==> src/rtl/gps_speed_conv.sv <==
// gps_speed_conv: converts five ASCII knots*100 digits from the speed RAM to km/h*10 binary and packed BCD
// Ports: clk, rst (sync, active-low); start/gps_valid request a conversion from IDLE;
//   sh_rd_addr/sh_rd_data read the registered speed RAM (data one cycle after address);
//   kmh_bin (km/h*10), kmh_bcd (5 packed BCD digits), spd_ok, err hold the last result;
//   busy is high outside IDLE; done pulses for the cycle in which the outputs update.
// Build option: define SPD_CLAMP_EN to saturate the result at 999 (99.9 km/h) for a 4-digit display.
module gps_speed_conv #(
    parameter int MUL_K  = 1517,
    parameter int MUL_SH = 13
) (
    input  logic        clk,
    input  logic        rst,
    input  logic        start,
    input  logic        gps_valid,
    output logic [3:0]  sh_rd_addr,
    input  logic [7:0]  sh_rd_data,
    output logic [14:0] kmh_bin,
    output logic [19:0] kmh_bcd,
    output logic        spd_ok,
    output logic        err,
    output logic        busy,
    output logic        done
);
    typedef enum logic [2:0] {IDLE, RD, MUL, BCD, DONE} state_t;
    localparam logic [10:0] K = 11'(MUL_K);
    state_t state, state_n;
    logic [3:0]  cnt;
    logic [16:0] acc;
    logic [27:0] prod;
    logic [19:0] bcd, bcd_adj, bcd_sh, res_bcd;
    logic [14:0] bin, res_bin;
    logic        digit;
    always_comb begin
        digit = sh_rd_data >= 8'h30 && sh_rd_data <= 8'h39;
        bin = 15'(prod >> MUL_SH);
        for (int i = 0; i < 5; i++)
            bcd_adj[4*i +: 4] = bcd[4*i +: 4] >= 4'd5 ? bcd[4*i +: 4] + 4'd3 : bcd[4*i +: 4];
        // the top nibble never overflows for results up to 18517, so the bit shifted out is always 0
        bcd_sh = 20'({bcd_adj, bin[4'd14 - cnt]});
`ifdef SPD_CLAMP_EN
        res_bin = bin > 15'd999 ? 15'd999 : bin;
        res_bcd = bin > 15'd999 ? 20'h00999 : bcd_sh;
`else
        res_bin = bin;
        res_bcd = bcd_sh;
`endif
        state_n = state;
        case (state)
            IDLE: state_n = start ? (gps_valid ? RD : DONE) : IDLE;
            // cycle 0 only issues address 0; from cycle 1 the byte for the previous address is checked
            RD:   state_n = cnt != 4'd0 && !digit ? DONE : cnt == 4'd5 ? MUL : RD;
            MUL:  state_n = cnt == 4'd10 ? BCD : MUL;
            BCD:  state_n = cnt == 4'd14 ? DONE : BCD;
            default: state_n = IDLE;
        endcase
    end
    // a bad byte parks the address at 0 in the cycle it is seen, so no further reads go out
    assign sh_rd_addr = state == RD && cnt <= 4'd4 && (cnt == 4'd0 || digit) ? cnt : 4'd0;
    assign busy = state != IDLE;
    always_ff @(posedge clk) begin
        if (!rst) begin
            state   <= IDLE;
            cnt     <= '0;
            acc     <= '0;
            prod    <= '0;
            bcd     <= '0;
            kmh_bin <= '0;
            kmh_bcd <= '0;
            spd_ok  <= 1'b0;
            err     <= 1'b0;
            done    <= 1'b0;
        end else begin
            state <= state_n;
            cnt   <= state_n != state ? 4'd0 : cnt + 4'd1;
            done  <= state_n == DONE;
            if (state == IDLE && start) begin
                acc  <= '0;
                prod <= '0;
                bcd  <= '0;
            end
            if (state == RD && cnt != 4'd0 && digit)
                acc <= acc * 17'd10 + {13'd0, sh_rd_data[3:0]};
            if (state == MUL && K[cnt])
                prod <= prod + ({11'd0, acc} << cnt);
            if (state == BCD)
                bcd <= bcd_sh;
            // results land on the edge entering DONE so they are visible alongside done
            if (state_n == DONE) begin
                kmh_bin <= state == BCD ? res_bin : '0;
                kmh_bcd <= state == BCD ? res_bcd : '0;
                spd_ok  <= state == BCD;
                err     <= state == RD;
            end
        end
    end
endmodule

==> config.mk <==
export PLATFORM = sky130hd
export DESIGN_NAME = gps_speed_conv
export DESIGN_NICKNAME = d
export VERILOG_FILES = /design/src/rtl/gps_speed_conv.sv
export SDC_FILE = /design/constraint.sdc
export NUM_CORES = 1
export LEC_CHECK = 0
export BUFFER_PORTS_ARGS = -buffer_cell sky130_fd_sc_hd__clkbuf_2
export CAP_MARGIN = 25
export CORE_MARGIN = 2
export CORE_UTILIZATION = 66
export DETAILED_ROUTE_END_ITERATION = 10
export PLACE_DENSITY = 0.86
export SYNTH_ARGS = -nofsm -noshare
export SYNTH_HDL_FRONTEND = slang
export SYNTH_SLANG_ARGS = --single-unit
export TNS_END_PERCENT = 20
==> constraint.sdc <==
create_clock -name clk -period 12.45 [get_ports clk]
set_clock_uncertainty 0.15 [all_clocks]
set_input_delay 0.6225 -clock clk [delete_from_list [all_inputs] [get_ports clk]]
set_output_delay 0.6225 -clock clk [all_outputs]
set_load 0.01 [all_outputs]
==> results.txt <==
- Using the TritonRoute via totals, the vias-per-cell ratio works out to 6.053.
- Worst endpoint data arrival time: 4.72 ns
* Routed metal-1 wire length: 8424 um
* Worst min-delay path category: reg2reg
- The repair_antennas step left the layout with diodes totalling 0.
* Number of hold-slack violations in the final timing report: 0
* Global-route wire length before repair: 31,230 um
- The completed layout was analyzed and its total power is 0.7469 mW.
- Once the floorplan was initialized, standard cells occupied 67.86% of the core.
- Cells with a size suffix above 1 make up 11.33% of the layout.
- Sink of the worst hold path: kmh_bcd[7]$_SDFFE_PN0P_
- Clock tree from TritonCTS: yes
- Of the post-synthesis cell area, the dominant cell type holds 28.68%.
- IR analysis of the VDD net gives a maximum drop of 92.28 uV.
- TritonCTS Buffers: 9
* Worst-case hold slack: 0.3016 ns
- The worst hold path begins at kmh_bcd[7]$_SDFFE_PN0P_.
- After clock tree synthesis, the repair step resized 0 gates.
- Synthesized net count: 1,087
* Wire length on met2: 8300 um
- Count of placed standard cells in the final layout, fillers left out: 1,167
- The synthesized design spends more area on one cell type than any other, namely sky130_fd_sc_hd__dfxtp_1.
* Crit start category: register
- The number of different library cells used by synthesis comes to 74.
- Min Tclk post-route: 4.652 ns
- Final Cell Area: 8342 sq um
- The H-tree was split into 3 levels.
* DP HPWL: 13,320 um
- Power density over cell area: 89.53 nW/um^2
- Combinational logic burns 9.9% of the power.
* Cell area after placement: 8019 sq um
- Fill cell total of the finished layout: 908
- The region available for standard cell placement spans 11,420 sq um.
- In this run, flip-flops and latches consume 48.3% of the power.
- Measured in cells, the most critical reg-to-reg path has a length of 15.
- Measured along the x axis, the die boundary spans 112.4 um.
- After technology mapping, the gate count stands at 1,003.
- Cell breakdown of the critical path: inv_1 -> nand3_1 -> nor3_1 -> ha_1 -> fa_1 -> a21oi_1 -> o21ai_1 -> a21oi_1 -> o21ai_2 -> a21o_1 -> a21oi_1 -> o21bai_1 -> a21oi_1 -> xor2_1 -> o21ai_0
- For this run, the detailed router's first-pass iteration total came to 6.
- Signal routing reaches up to met4.
- During synthesis, Yosys emitted a total of 0 warnings.
- Post-route DRC: 0
- In the detailed route, the total length drawn on met3 is 1125 um.
- Data required time at the worst endpoint: 12.52 ns
- Worst flop-to-flop path endpoint: prod[16]$_SDFFE_PN0P_
- The final layout contains 1,103 nets.
- STA classifies the critical path endpoint as a register.
* Clk pin slew, worst setup/hold paths: 0.08 ns
- The via count of the first global-routing pass is 6,527.
- Initial drt markers: 821
- Across all register-to-register paths, the minimum setup slack is 7.80 ns.
* Number of buffers inserted by port buffering: 53
- Synthesized cell area: 7749 sq um
- For this design the static power due to leakage is 3.418 nW.
- The flow ran to the end, and the final reports show no timing, DRC or antenna violations.
* Relative slew slack: 36.07%
- Number of storage elements in the synthesis netlist: 111
- CTS Root Cell: sky130_fd_sc_hd__clkbuf_16
- Critical path fanouts, max: 27
* Start-to-end type of the worst setup path: reg2reg
- Clock network power share: 41.9%
* DR vias: 7,064
* Clock Sinks: 111
* Least-Margin Pin Slew: 0.9561 ns
- Area of the die: 12,620 sq um
- The clock passes through at most 2 buffers.
* Global router's overall resource usage: 29.65%
- Avg Synthesized Cell Area: 7.726 sq um
- Adding up every negative setup slack in the final design gives 0 ns.
- Once detail routing completed, the nets flagged for antenna violations numbered 0.
- Final cycle utilization of the critical path: 37.36%
* Total global routing overflow: 0
* Latest clock arrival within the worst-skew pair: 0.36 ns
* Cell-internal power: 0.5418 mW
- From bottom edge to top edge, the die measures 112.4 um.
- Final WL: 18,270 um
* Total of endpoints with negative setup slack in the final report: 0
- Highest clock frequency the design can meet: 0.2150 GHz
- Sorting the synthesized cells by area gives the leading types as sky130_fd_sc_hd__dfxtp_1 29%, sky130_fd_sc_hd__ha_1 11%, sky130_fd_sc_hd__a21oi_1 9.6%, sky130_fd_sc_hd__nand2_1 6.2%, sky130_fd_sc_hd__nor2_1 5.2%.
- Sw frac: 27.45%
* Post-CTS Hold Buffers: 0
- The multi-input combinational cells in the finished layout cover a total of 5184 sq um.
- Post-synth EDFFs: 0
* Post-placement cell count: 1,151
- Maximum number of pins on one net before global-route repair: 49
- Summed over all nets, the switching power comes to 0.2050 mW.
- The worst hold path was traced through 2 stages.
- Number of buffers inserted to repair setup after CTS: 0
* Fraction of the yosys area taken by sequential cells: 28.68%
- Pin placement for this block handled 55 I/O pins.
- The congestion estimate from routability-driven global placement came to 0.9879.
- The final-report max-slew violation count came to 0.
* Top FF cell, synth: sky130_fd_sc_hd__dfxtp_1
- Seq. cell area: 2222 sq um
- Number of antenna violations at the first check in global routing: 0
- Row count: 39
- Critical path's largest stage delay: 0.90 ns
* Setup repair after global routing missed its margin: false
* Routed length per placed instance: 15.65 um
* Number of maximum-capacitance violations: 0
* Area added between synthesis and finish: 7.654%
* Cell at the slowest stage of the critical path: sky130_fd_sc_hd__dfxtp_1
- Cell occurring most often along the worst timing path: sky130_fd_sc_hd__a21oi_1
* Worst reg2reg startpoint: cnt[1]$_SDFF_PP0_
- Async S/R FF share, synth: 0%
power groups by stage:
stage	logic, mW	registers (mW)	clock network [mW]
2_1_floorplan	0.0566	0.367	0
3_3_place_gp	0.0715	0.369	0
3_5_place_dp	0.0723	0.369	0
4_1_cts	0.0727	0.360	0.314
5_1_grt	0.0813	0.361	0.328
6_report	0.0736	0.361	0.313
cell type report:
| type | count | share of cell area, % |
|---|---|---|
| multi-input cells | 806 | 62.14 |
| inverters | 31 | 1.395 |
| repair buffers | 60 | 3.810 |
| clock buffers | 9 | 2.700 |
| clock inverters | 7 | 1.170 |
| well taps | 143 | 2.145 |
| flip-flops and latches | 111 | 26.64 |
synthesized netlist by cell type (all sizes together) (3+ instances only):
cell type and number:
a2111oi 3, a211oi 9, a21o 12, a21oi 150, a31oi 12, and2 7
and3 8, buf 19, clkbuf 36, dfxtp 111, fa 3, ha 69
inv 30, mux2 6, mux2i 16, mux4 6, nand2 130, nand2b 18
nand3 50, nand4 8, nor2 108, nor2b 12, nor3 22, nor3b 3
nor4 3, o211ai 5, o21a 6, o21ai 40, o21bai 7, o22ai 3
o31ai 3, or2 4, xnor2 30, xor2 27
cell families (layout without fill, tap and decap cells):
group                    after synthesis  in the layout  share of synthesized area (%)
AND/OR/NAND/NOR                      382            382                          22.46
XOR/XNOR                              57             57                          6.443
AO/OA/AOI/OAI                        266            266                          21.28
adder cells (fa/ha/maj)               72             72                          11.92
buffers and inverters                 86            107                          4.489
flip-flops                           111            111                          28.68
other                                  1              1                        0.04840
multiplexers                          28             28                          4.683
critical path, delay by kind of cell, from the launching register on:
family | cells | cell delay (ns)
simple gates | 2 | 0.35
fa+ha+maj | 2 | 0.67
compound gates | 9 | 1.75
xor+xnor | 1 | 0.21
flops | 1 | 0.90
buf+inv | 1 | 0.47
metrics by stage:
| step | setup WS [ns] | util (%) |
|---|---|---|
| 3_3_place_gp | 8.173 | 70.23 |
| 5_1_grt | 7.489 | 73.06 |
| 6_report | 7.798 | 73.06 |
| 4_1_cts | 7.974 | 73.06 |
| 2_1_floorplan | 8.437 | - |
| 3_5_place_dp | 8.042 | 70.23 |
layer usage:
layer	vias to the layer above	track usage, %
li1	3565	-
met1	3224	41.55
met2	246	47.23
met3	29	4.482
met4	0	9.756
met5	-	0
layout by cell type (no fill, tap or decap), drive strengths merged, types with 2 or more instances in the layout:
cell and count:
a32oi 2, inv 34, mux4 6, ha 69
o21a 6, nor4 3, o211ai 5, o31ai 3
nor2b 12, nor3b 3, nor2 108, a211oi 9
xor2 27, nand2 130, buf 7, or3 2
dfxtp 111, a22oi 2, mux2i 16, fa 3
clkbuf 62, o21bai 7, and2 7, nand3 50
o21ai 40, or2 4, nand2b 18, nand4 8
nor3 22, xnor2 30, a31oi 12, a21o 12
o22ai 3, a21oi 150, mux2 6, clkinv 3
nand3b 2, and3 8, a2111oi 3
sequential cells by signal, summed over array words and instances (netlist names), named ones only:
signal   flops
state        3
cnt          4
bcd         20
kmh_bcd     20
spd_ok       1
prod        28
err          1
kmh_bin     15
done         1
acc         17
worst max path at each step:
stage | from | to | slack, ns | cells past startpoint
finish | cnt[1]$_SDFF_PP0_ | prod[16]$_SDFFE_PN0P_ | 7.80 | 15
global route | cnt[1]$_SDFF_PP0_ | prod[16]$_SDFFE_PN0P_ | 7.49 | 15
CTS | cnt[1]$_SDFF_PP0_ | prod[16]$_SDFFE_PN0P_ | 7.97 | 15
detailed placement | cnt[1]$_SDFF_PP0_ | prod[16]$_SDFFE_PN0P_ | 8.04 | 15
global placement | cnt[1]$_SDFF_PP0_ | prod[26]$_SDFFE_PN0P_ | 8.17 | 16
floorplan | cnt[0]$_SDFF_PP0_ | prod[20]$_SDFFE_PN0P_ | 8.44 | 16
No activity file was read; power rests on OpenSTA's default activity.
